`config.mk`:
```
export PLATFORM = sky130hd
export DESIGN_NAME = cwalk
export DESIGN_NICKNAME = d
export VERILOG_FILES = /design/src/rtl/cwalk_pkg.sv /design/src/rtl/cwalk_timer.sv /design/src/rtl/cwalk.sv
export SDC_FILE = /design/constraint.sdc
export NUM_CORES = 1
export LEC_CHECK = 0
export CORE_ASPECT_RATIO = 1.25
export CORE_MARGIN = 10
export CORE_UTILIZATION = 45
export CTS_CLUSTER_SIZE = 10
export DETAILED_ROUTE_END_ITERATION = 12
export GPL_TIMING_DRIVEN = 0
export HOLD_SLACK_MARGIN = 0.08
export MAX_ROUTING_LAYER = met4
export PLACE_DENSITY = 0.74
export SLEW_MARGIN = 20
export SYNTH_ARGS = -nofsm -noshare
export SYNTH_HDL_FRONTEND = slang
export SYNTH_SLANG_ARGS = --single-unit
export TNS_END_PERCENT = 5
```
`constraint.sdc`:
```
create_clock -name clk -period 5.6 [get_ports clk]
set_clock_uncertainty 0.15 [all_clocks]
set_input_delay 0.56 -clock clk [delete_from_list [all_inputs] [get_ports clk]]
set_output_delay 0.56 -clock clk [all_outputs]
set_load 0.005 [all_outputs]
```
`src/rtl/cwalk_pkg.sv`:
```
// Shared types and default timing constants for the crosswalk controller.
// Timer width is derived from the longest default duration.
package cwalk_pkg;

   typedef enum logic [1:0] {
      ST_STOP  = 2'd0,
      ST_WALK  = 2'd1,
      ST_FLASH = 2'd2
   } state_t;

   localparam int DEF_HAND_CYC  = 20;
   localparam int DEF_WALK_CYC  = 16;
   localparam int DEF_CNT_START = 9;
   localparam int DEF_CNT_CYC   = 2;

   function automatic int tmr_width(input int a, input int b, input int c);
      int m;
      m = (a > b) ? a : b;
      m = (m > c) ? m : c;
      return $clog2(m + 1);
   endfunction

   localparam int TMR_W = tmr_width(DEF_HAND_CYC, DEF_WALK_CYC, DEF_CNT_CYC);

endpackage

```
`src/rtl/cwalk_timer.sv`:
```
// Loadable saturating down-counter; o_tc is high while the count is zero.
// Load takes effect on the next edge; no backpressure, free-running.
module cwalk_timer
   import cwalk_pkg::*;
#(
   parameter int           W       = TMR_W,
   parameter logic [W-1:0] RST_VAL = '0
) (
   input  logic         clk,
   input  logic         reset,
   input  logic         i_load,
   input  logic [W-1:0] i_val,
   output logic [W-1:0] o_cnt,
   output logic         o_tc
);

   logic [W-1:0] r_cnt;
   logic [W-1:0] w_cnt_nxt;

   always_comb begin
      w_cnt_nxt = r_cnt;
      if (i_load)
         w_cnt_nxt = i_val;
      else if (r_cnt != '0)
         w_cnt_nxt = r_cnt - W'(1);
   end

   always_ff @(posedge clk or posedge reset) begin
      if (reset)
         r_cnt <= RST_VAL;
      else
         r_cnt <= w_cnt_nxt;
   end

   assign o_cnt = r_cnt;
   assign o_tc  = (r_cnt == '0);

endmodule

```
`src/rtl/cwalk.sv`:
```
// Free-running pedestrian signal: STOP -> WALK -> FLASH countdown -> STOP.
// All outputs registered and change on the same edge as the state; no backpressure.
module cwalk
   import cwalk_pkg::*;
#(
   parameter int HAND_CYC  = DEF_HAND_CYC,
   parameter int WALK_CYC  = DEF_WALK_CYC,
   parameter int CNT_START = DEF_CNT_START,
   parameter int CNT_CYC   = DEF_CNT_CYC
) (
   input  logic       clk,
   input  logic       reset,
   output logic       walk,
   output logic       hand,
   output logic       num_on,
   output logic [3:0] num
);

   localparam int            TW      = tmr_width(HAND_CYC, WALK_CYC, CNT_CYC);
   localparam logic [TW-1:0] HAND_TH = TW'(CNT_CYC - CNT_CYC / 2);

   state_t        r_state, w_state_nxt;
   logic [3:0]    r_dig, w_dig_nxt;
   logic          w_load;
   logic [TW-1:0] w_load_val;
   logic [TW-1:0] w_cnt;
   logic          w_tc;
   logic          w_walk_nxt, w_hand_nxt, w_num_on_nxt;
   logic [3:0]    w_num_nxt;
   logic          r_walk, r_hand, r_num_on;
   logic [3:0]    r_num;

   // One timer serves both the STOP/WALK duration and each FLASH digit step.
   cwalk_timer #(
      .W       (TW),
      .RST_VAL (TW'(HAND_CYC - 1))
   ) u_tmr (
      .clk    (clk),
      .reset  (reset),
      .i_load (w_load),
      .i_val  (w_load_val),
      .o_cnt  (w_cnt),
      .o_tc   (w_tc)
   );

   always_comb begin
      w_state_nxt = r_state;
      w_dig_nxt   = r_dig;
      w_load      = 1'b0;
      w_load_val  = '0;
      case (r_state)
         ST_STOP: begin
            if (w_tc) begin
               w_state_nxt = ST_WALK;
               w_load      = 1'b1;
               w_load_val  = TW'(WALK_CYC - 1);
            end
         end
         ST_WALK: begin
            if (w_tc) begin
               w_state_nxt = ST_FLASH;
               w_load      = 1'b1;
               w_load_val  = TW'(CNT_CYC - 1);
               w_dig_nxt   = 4'(CNT_START);
            end
         end
         ST_FLASH: begin
            if (w_tc) begin
               w_load = 1'b1;
               if (r_dig == 4'd0) begin
                  w_state_nxt = ST_STOP;
                  w_load_val  = TW'(HAND_CYC - 1);
               end else begin
                  w_dig_nxt  = r_dig - 4'd1;
                  w_load_val = TW'(CNT_CYC - 1);
               end
            end
         end
         default: begin
            w_state_nxt = ST_STOP;
            w_load      = 1'b1;
            w_load_val  = TW'(HAND_CYC - 1);
         end
      endcase
   end

   // A fresh step shows the hand; otherwise the next count decides.
   always_comb begin
      w_walk_nxt   = (w_state_nxt == ST_WALK);
      w_num_on_nxt = (w_state_nxt == ST_FLASH);
      w_num_nxt    = (w_state_nxt == ST_FLASH) ? w_dig_nxt : 4'd0;
      w_hand_nxt   = 1'b0;
      if (w_state_nxt == ST_STOP)
         w_hand_nxt = 1'b1;
      else if (w_state_nxt == ST_FLASH)
         w_hand_nxt = w_load || (w_cnt > HAND_TH);
   end

   always_ff @(posedge clk or posedge reset) begin
      if (reset) begin
         r_state  <= ST_STOP;
         r_dig    <= 4'd0;
         r_walk   <= 1'b0;
         r_hand   <= 1'b1;
         r_num_on <= 1'b0;
         r_num    <= 4'd0;
      end else begin
         r_state  <= w_state_nxt;
         r_dig    <= w_dig_nxt;
         r_walk   <= w_walk_nxt;
         r_hand   <= w_hand_nxt;
         r_num_on <= w_num_on_nxt;
         r_num    <= w_num_nxt;
      end
   end

   assign walk   = r_walk;
   assign hand   = r_hand;
   assign num_on = r_num_on;
   assign num    = r_num;

endmodule

```
==> impl_results.html <==
<table>
<tr><th>Metric</th><th>Value</th></tr>
<tr><th colspan="2">Synth</th></tr>
<tr><td>Synth Register Bits</td><td>18</td></tr>
<tr><td>Syn avg cell area</td><td>9.80 µm²</td></tr>
<tr><td>Proportion of synthesized flip-flops having asynchronous set or reset</td><td>100%</td></tr>
<tr><td>Top post-synthesis cells by count</td><td>sky130_fd_sc_hd__dfrtp_1 (14), sky130_fd_sc_hd__inv_1 (11), sky130_fd_sc_hd__a21oi_1 (9), sky130_fd_sc_hd__ha_1 (8)</td></tr>
<tr><td>Yosys warnings</td><td>0</td></tr>
<tr><td>Share of the yosys chip area belonging to registers</td><td>45.1%</td></tr>
<tr><td>Most common cell in the netlist</td><td>sky130_fd_sc_hd__dfrtp_1</td></tr>
<tr><td>Number of different library cells in the post-synthesis netlist</td><td>32</td></tr>
<tr><td>Mapped Cells</td><td>103</td></tr>
<tr><td>Area of the mapped netlist</td><td>1010 µm²</td></tr>
<tr><td>Cell taking the most area after synthesis</td><td>sky130_fd_sc_hd__dfrtp_1</td></tr>
<tr><td>Main area contributors after synthesis</td><td>sky130_fd_sc_hd__dfrtp_1 (35%), sky130_fd_sc_hd__dfstp_2 (10%), sky130_fd_sc_hd__ha_1 (9.9%), sky130_fd_sc_hd__a21oi_1 (4.5%), sky130_fd_sc_hd__inv_1 (4.1%)</td></tr>
<tr><td>Number of synthesized flops with an enable pin</td><td>0</td></tr>
<tr><td>Area share of the largest cell type after synthesis</td><td>34.7%</td></tr>
<tr><td>Ys flop type</td><td>sky130_fd_sc_hd__dfrtp_1</td></tr>
<tr><td>Net count after synthesis</td><td>113</td></tr>
<tr><th colspan="2">Die</th></tr>
<tr><td>I/O pin count</td><td>9</td></tr>
<tr><td>Vertical extent of the die</td><td>73.0 µm</td></tr>
<tr><td>Core outline area</td><td>2160 µm²</td></tr>
<tr><td>FP Rows</td><td>19</td></tr>
<tr><td>Die outline area</td><td>4550 µm²</td></tr>
<tr><td>Starting Density</td><td>46.7%</td></tr>
<tr><td>Horiz. Die Dim</td><td>62.4 µm</td></tr>
<tr><th colspan="2">STA</th></tr>
<tr><td>Final Cycle Share</td><td>43.3%</td></tr>
<tr><td>Worst-margin pin slew</td><td>0.770 ns</td></tr>
<tr><td>Setup repair after global routing missed its margin</td><td>no</td></tr>
<tr><td>Number of hold violations in the final report</td><td>0</td></tr>
<tr><td>Total setup violations reported at the end of the flow</td><td>0</td></tr>
<tr><td>Least setup slack across all paths after layout</td><td>3.18 ns</td></tr>
<tr><td>Final Slew Violations</td><td>0</td></tr>
<tr><td>Worst rel slew slack</td><td>48.5%</td></tr>
<tr><td>Shortest period the worst path allows</td><td>2.42 ns</td></tr>
<tr><td>Total negative slack</td><td>0 ns</td></tr>
<tr><td>Maximum clock frequency</td><td>0.413 GHz</td></tr>
<tr><th colspan="2">Detailed routing</th></tr>
<tr><td>Post-Route WL</td><td>2.11 mm</td></tr>
<tr><td>Post-route DRC</td><td>0</td></tr>
<tr><td>DRC violation total after the first TritonRoute iteration</td><td>36</td></tr>
<tr><td>Vias</td><td>815</td></tr>
<tr><td>Final antenna-violating net count</td><td>0</td></tr>
<tr><td>Via-per-instance ratio</td><td>5.58</td></tr>
<tr><td>Routed wirelength normalized by instance count</td><td>14.4 µm</td></tr>
<tr><td>First-pass detailed-route iteration total</td><td>4</td></tr>
<tr><th colspan="2">Setup path</th></tr>
<tr><td>FF-to-FF path depth</td><td>6</td></tr>
<tr><td>Crit path arrival time</td><td>2.47 ns</td></tr>
<tr><td>Crit Path Category</td><td>reg2reg</td></tr>
<tr><td>Worst setup SP type</td><td>flip-flop</td></tr>
<tr><td>Critical Path End Type</td><td>flip-flop</td></tr>
<tr><td>Crit-path max FO</td><td>10</td></tr>
<tr><td>Required time of the critical path</td><td>5.65 ns</td></tr>
<tr><th colspan="2">Pwr</th></tr>
<tr><td>Switching Power</td><td>42.7 µW</td></tr>
<tr><td>Power after layout</td><td>213 µW</td></tr>
<tr><td>Switching portion of total power</td><td>20.0%</td></tr>
<tr><td>Share of total power in combinational logic</td><td>1.4%</td></tr>
<tr><td>Share of power burned in registers</td><td>61.0%</td></tr>
<tr><td>Worst VDD drop</td><td>172 µV</td></tr>
<tr><td>Clk pwr share</td><td>37.5%</td></tr>
<tr><td>Power per Cell Area</td><td>182 nW/µm²</td></tr>
<tr><td>Cell internal pwr</td><td>170 µW</td></tr>
<tr><td>Leakage dissipation</td><td>0.000517 µW</td></tr>
<tr><th colspan="2">Clock network</th></tr>
<tr><td>Hold_buf cts</td><td>0</td></tr>
<tr><td>Num CTS Buffers</td><td>3</td></tr>
<tr><td>CTS Buffer Depth</td><td>2</td></tr>
<tr><td>H-tree depth reported by CTS</td><td>1</td></tr>
<tr><td>TritonCTS clock tree</td><td>built</td></tr>
<tr><td>Total of cells resized after clock tree synthesis</td><td>0</td></tr>
<tr><td>Clock transition time at the flip-flop clock pins of the worst setup and hold paths</td><td>0.10 ns</td></tr>
<tr><td>Root buffer cell</td><td>sky130_fd_sc_hd__clkbuf_4</td></tr>
<tr><td>Clock insertion delay at the later pin of the skew report</td><td>0.30 ns</td></tr>
<tr><td># clock sinks</td><td>18</td></tr>
<tr><td>Buffer count from post-CTS setup fixing</td><td>0</td></tr>
<tr><th colspan="2">GRT</th></tr>
<tr><td>Largest net degree at the start of global routing</td><td>19</td></tr>
<tr><td>Wire length of the first global-routing pass</td><td>3.50 mm</td></tr>
<tr><td>Overflow after GRT</td><td>0</td></tr>
<tr><td>Total track usage</td><td>9.56%</td></tr>
<tr><td>Via count of the first global-routing pass</td><td>798</td></tr>
<tr><td>Antenna violations before repair</td><td>0</td></tr>
<tr><th colspan="2">Outcome</th></tr>
<tr><td>Run status</td><td>finished, final reports clean</td></tr>
<tr><th colspan="2">Run</th></tr>
<tr><td>Number of max-cap violations</td><td>0</td></tr>
<tr><th colspan="2">Final layout</th></tr>
<tr><td>Relative area change from synthesis to final layout</td><td>16.0%</td></tr>
<tr><td>N_diodes</td><td>0</td></tr>
<tr><td>Nets</td><td>126</td></tr>
<tr><td>Share of final-layout standard cells stronger than drive strength 1</td><td>13.9%</td></tr>
<tr><td>Final std cell area, no fill</td><td>1170 µm²</td></tr>
<tr><th colspan="2">Min path</th></tr>
<tr><td>Hold-critical path depth</td><td>2</td></tr>
<tr><td>Type of the tightest min-delay check</td><td>reg2reg</td></tr>
<tr><th colspan="2">Place</th></tr>
<tr><td>Routability-driven placement congestion ratio</td><td>0.918</td></tr>
<tr><td>Port bufs</td><td>8</td></tr>
<tr><td>HPWL after detailed placement</td><td>1.51 mm</td></tr>
<tr><td>Minimum setup slack after placement</td><td>3.19 ns</td></tr>
<tr><td>Area of placed instances</td><td>1130 µm²</td></tr>
</table>
==> cell type report <==
cell class,count,area [µm²]
buffer,2,15.0
clock buffer,4,36.3
fill,191,992
inverter,11,41.3
multi-input combinational,72,504
sequential,18,455
tap,31,38.8
timing repair buffer,8,80.1
==> power groups by stage <==
stage | Clock [µW] | Combinational, µW | Sequential [µW]
floorplan | 0 | 1.93 | 132
global placement | 0 | 3.21 | 132
detailed placement | 0 | 3.32 | 132
CTS | 83.5 | 3.33 | 130
global route | 89.0 | 3.58 | 130
finish | 80.0 | 3.05 | 130
==> final timing paths <==
check	from	endpoint	slack [ns]
max	u_tmr.o_cnt[0]	num[3]	3.18
min	u_tmr.o_cnt[4]	u_tmr.o_cnt[4]	0.38
max reg2reg	u_tmr.o_cnt[0]	num[3]	3.18
min reg2reg	u_tmr.o_cnt[4]	u_tmr.o_cnt[4]	0.38
max in group asynchronous	reset	r_dig[0]	4.39
min in group asynchronous	reset	u_tmr.o_cnt[3]	0.49
==> flip-flops by register name, indices dropped and copies added, names as in the netlist <==
name and count:
u_tmr.o_cnt 5, r_dig 4, num_on 1, walk 1, num 4, hand 1, r_state 2
==> critical path: stages (launching register included) <==
cell                        delay [ns]
sky130_fd_sc_hd__dfstp_2          0.40
sky130_fd_sc_hd__inv_1            0.09
sky130_fd_sc_hd__ha_1             0.24
sky130_fd_sc_hd__or4b_4           0.52
sky130_fd_sc_hd__buf_6            0.16
sky130_fd_sc_hd__a221o_1          0.45
sky130_fd_sc_hd__a2111oi_2        0.32
==> cells by family after synthesis <==
| family | after synthesis | share of synthesized area [%] |
|---|---|---|
| AND/OR/NAND/NOR | 33 | 17.7 |
| AO/OA/AOI/OAI | 29 | 19.9 |
| flip-flops | 18 | 45.1 |
| XOR/XNOR | 2 | 1.74 |
| buffers and inverters | 13 | 5.58 |
| adder cells (fa/ha/maj) | 8 | 9.91 |
==> metal layers <==
layer  up-vias  wire length (µm)  global-route usage (%)  part of all wire (%)
met5         -                 0                       -                     0
met4         0                46                    4.73                   2.2
met3         8                80                    2.30                   3.8
met2        21              1010                    15.2                    48
met1       392               965                    11.1                    46
li1        394                 -                       -                     -
==> cell usage in the layout, fill, tap and decap left out <==
cell type,n
sky130_fd_sc_hd__nor3b_1,1
sky130_fd_sc_hd__a221o_1,1
sky130_fd_sc_hd__nand2_1,7
sky130_fd_sc_hd__buf_6,1
sky130_fd_sc_hd__a21oi_1,9
sky130_fd_sc_hd__a2111oi_2,1
sky130_fd_sc_hd__a21boi_0,1
sky130_fd_sc_hd__o31ai_1,1
sky130_fd_sc_hd__nor2_1,7
sky130_fd_sc_hd__clkbuf_4,3
sky130_fd_sc_hd__clkdlybuf4s50_1,8
sky130_fd_sc_hd__nand3b_1,1
sky130_fd_sc_hd__or4b_4,1
sky130_fd_sc_hd__o21bai_1,2
sky130_fd_sc_hd__a211oi_1,3
sky130_fd_sc_hd__dfrtp_1,14
sky130_fd_sc_hd__o41ai_1,2
sky130_fd_sc_hd__xnor2_1,2
sky130_fd_sc_hd__a311oi_1,1
sky130_fd_sc_hd__dfstp_2,4
sky130_fd_sc_hd__ha_1,8
sky130_fd_sc_hd__nor4_1,4
sky130_fd_sc_hd__inv_1,11
sky130_fd_sc_hd__nor3_1,4
sky130_fd_sc_hd__or3b_2,1
sky130_fd_sc_hd__clkbuf_1,1
sky130_fd_sc_hd__a31oi_1,2
sky130_fd_sc_hd__o21ai_0,5
sky130_fd_sc_hd__nand2b_1,1
sky130_fd_sc_hd__a221oi_2,1
sky130_fd_sc_hd__or2_2,1
sky130_fd_sc_hd__nand3_1,3
sky130_fd_sc_hd__and2_2,1
sky130_fd_sc_hd__clkbuf_8,1
sky130_fd_sc_hd__nor4b_2,1
==> through the flow <==
stage	utilization, %	hold WS, ns	instances
2_1_floorplan	-	0.337	103
3_3_place_gp	52.2	0.353	142
3_5_place_dp	52.5	0.361	142
4_1_cts	54.1	0.380	146
5_1_grt	54.1	0.411	146
6_report	54.1	0.376	146
Note: power is estimated with default switching activity, not from simulation.
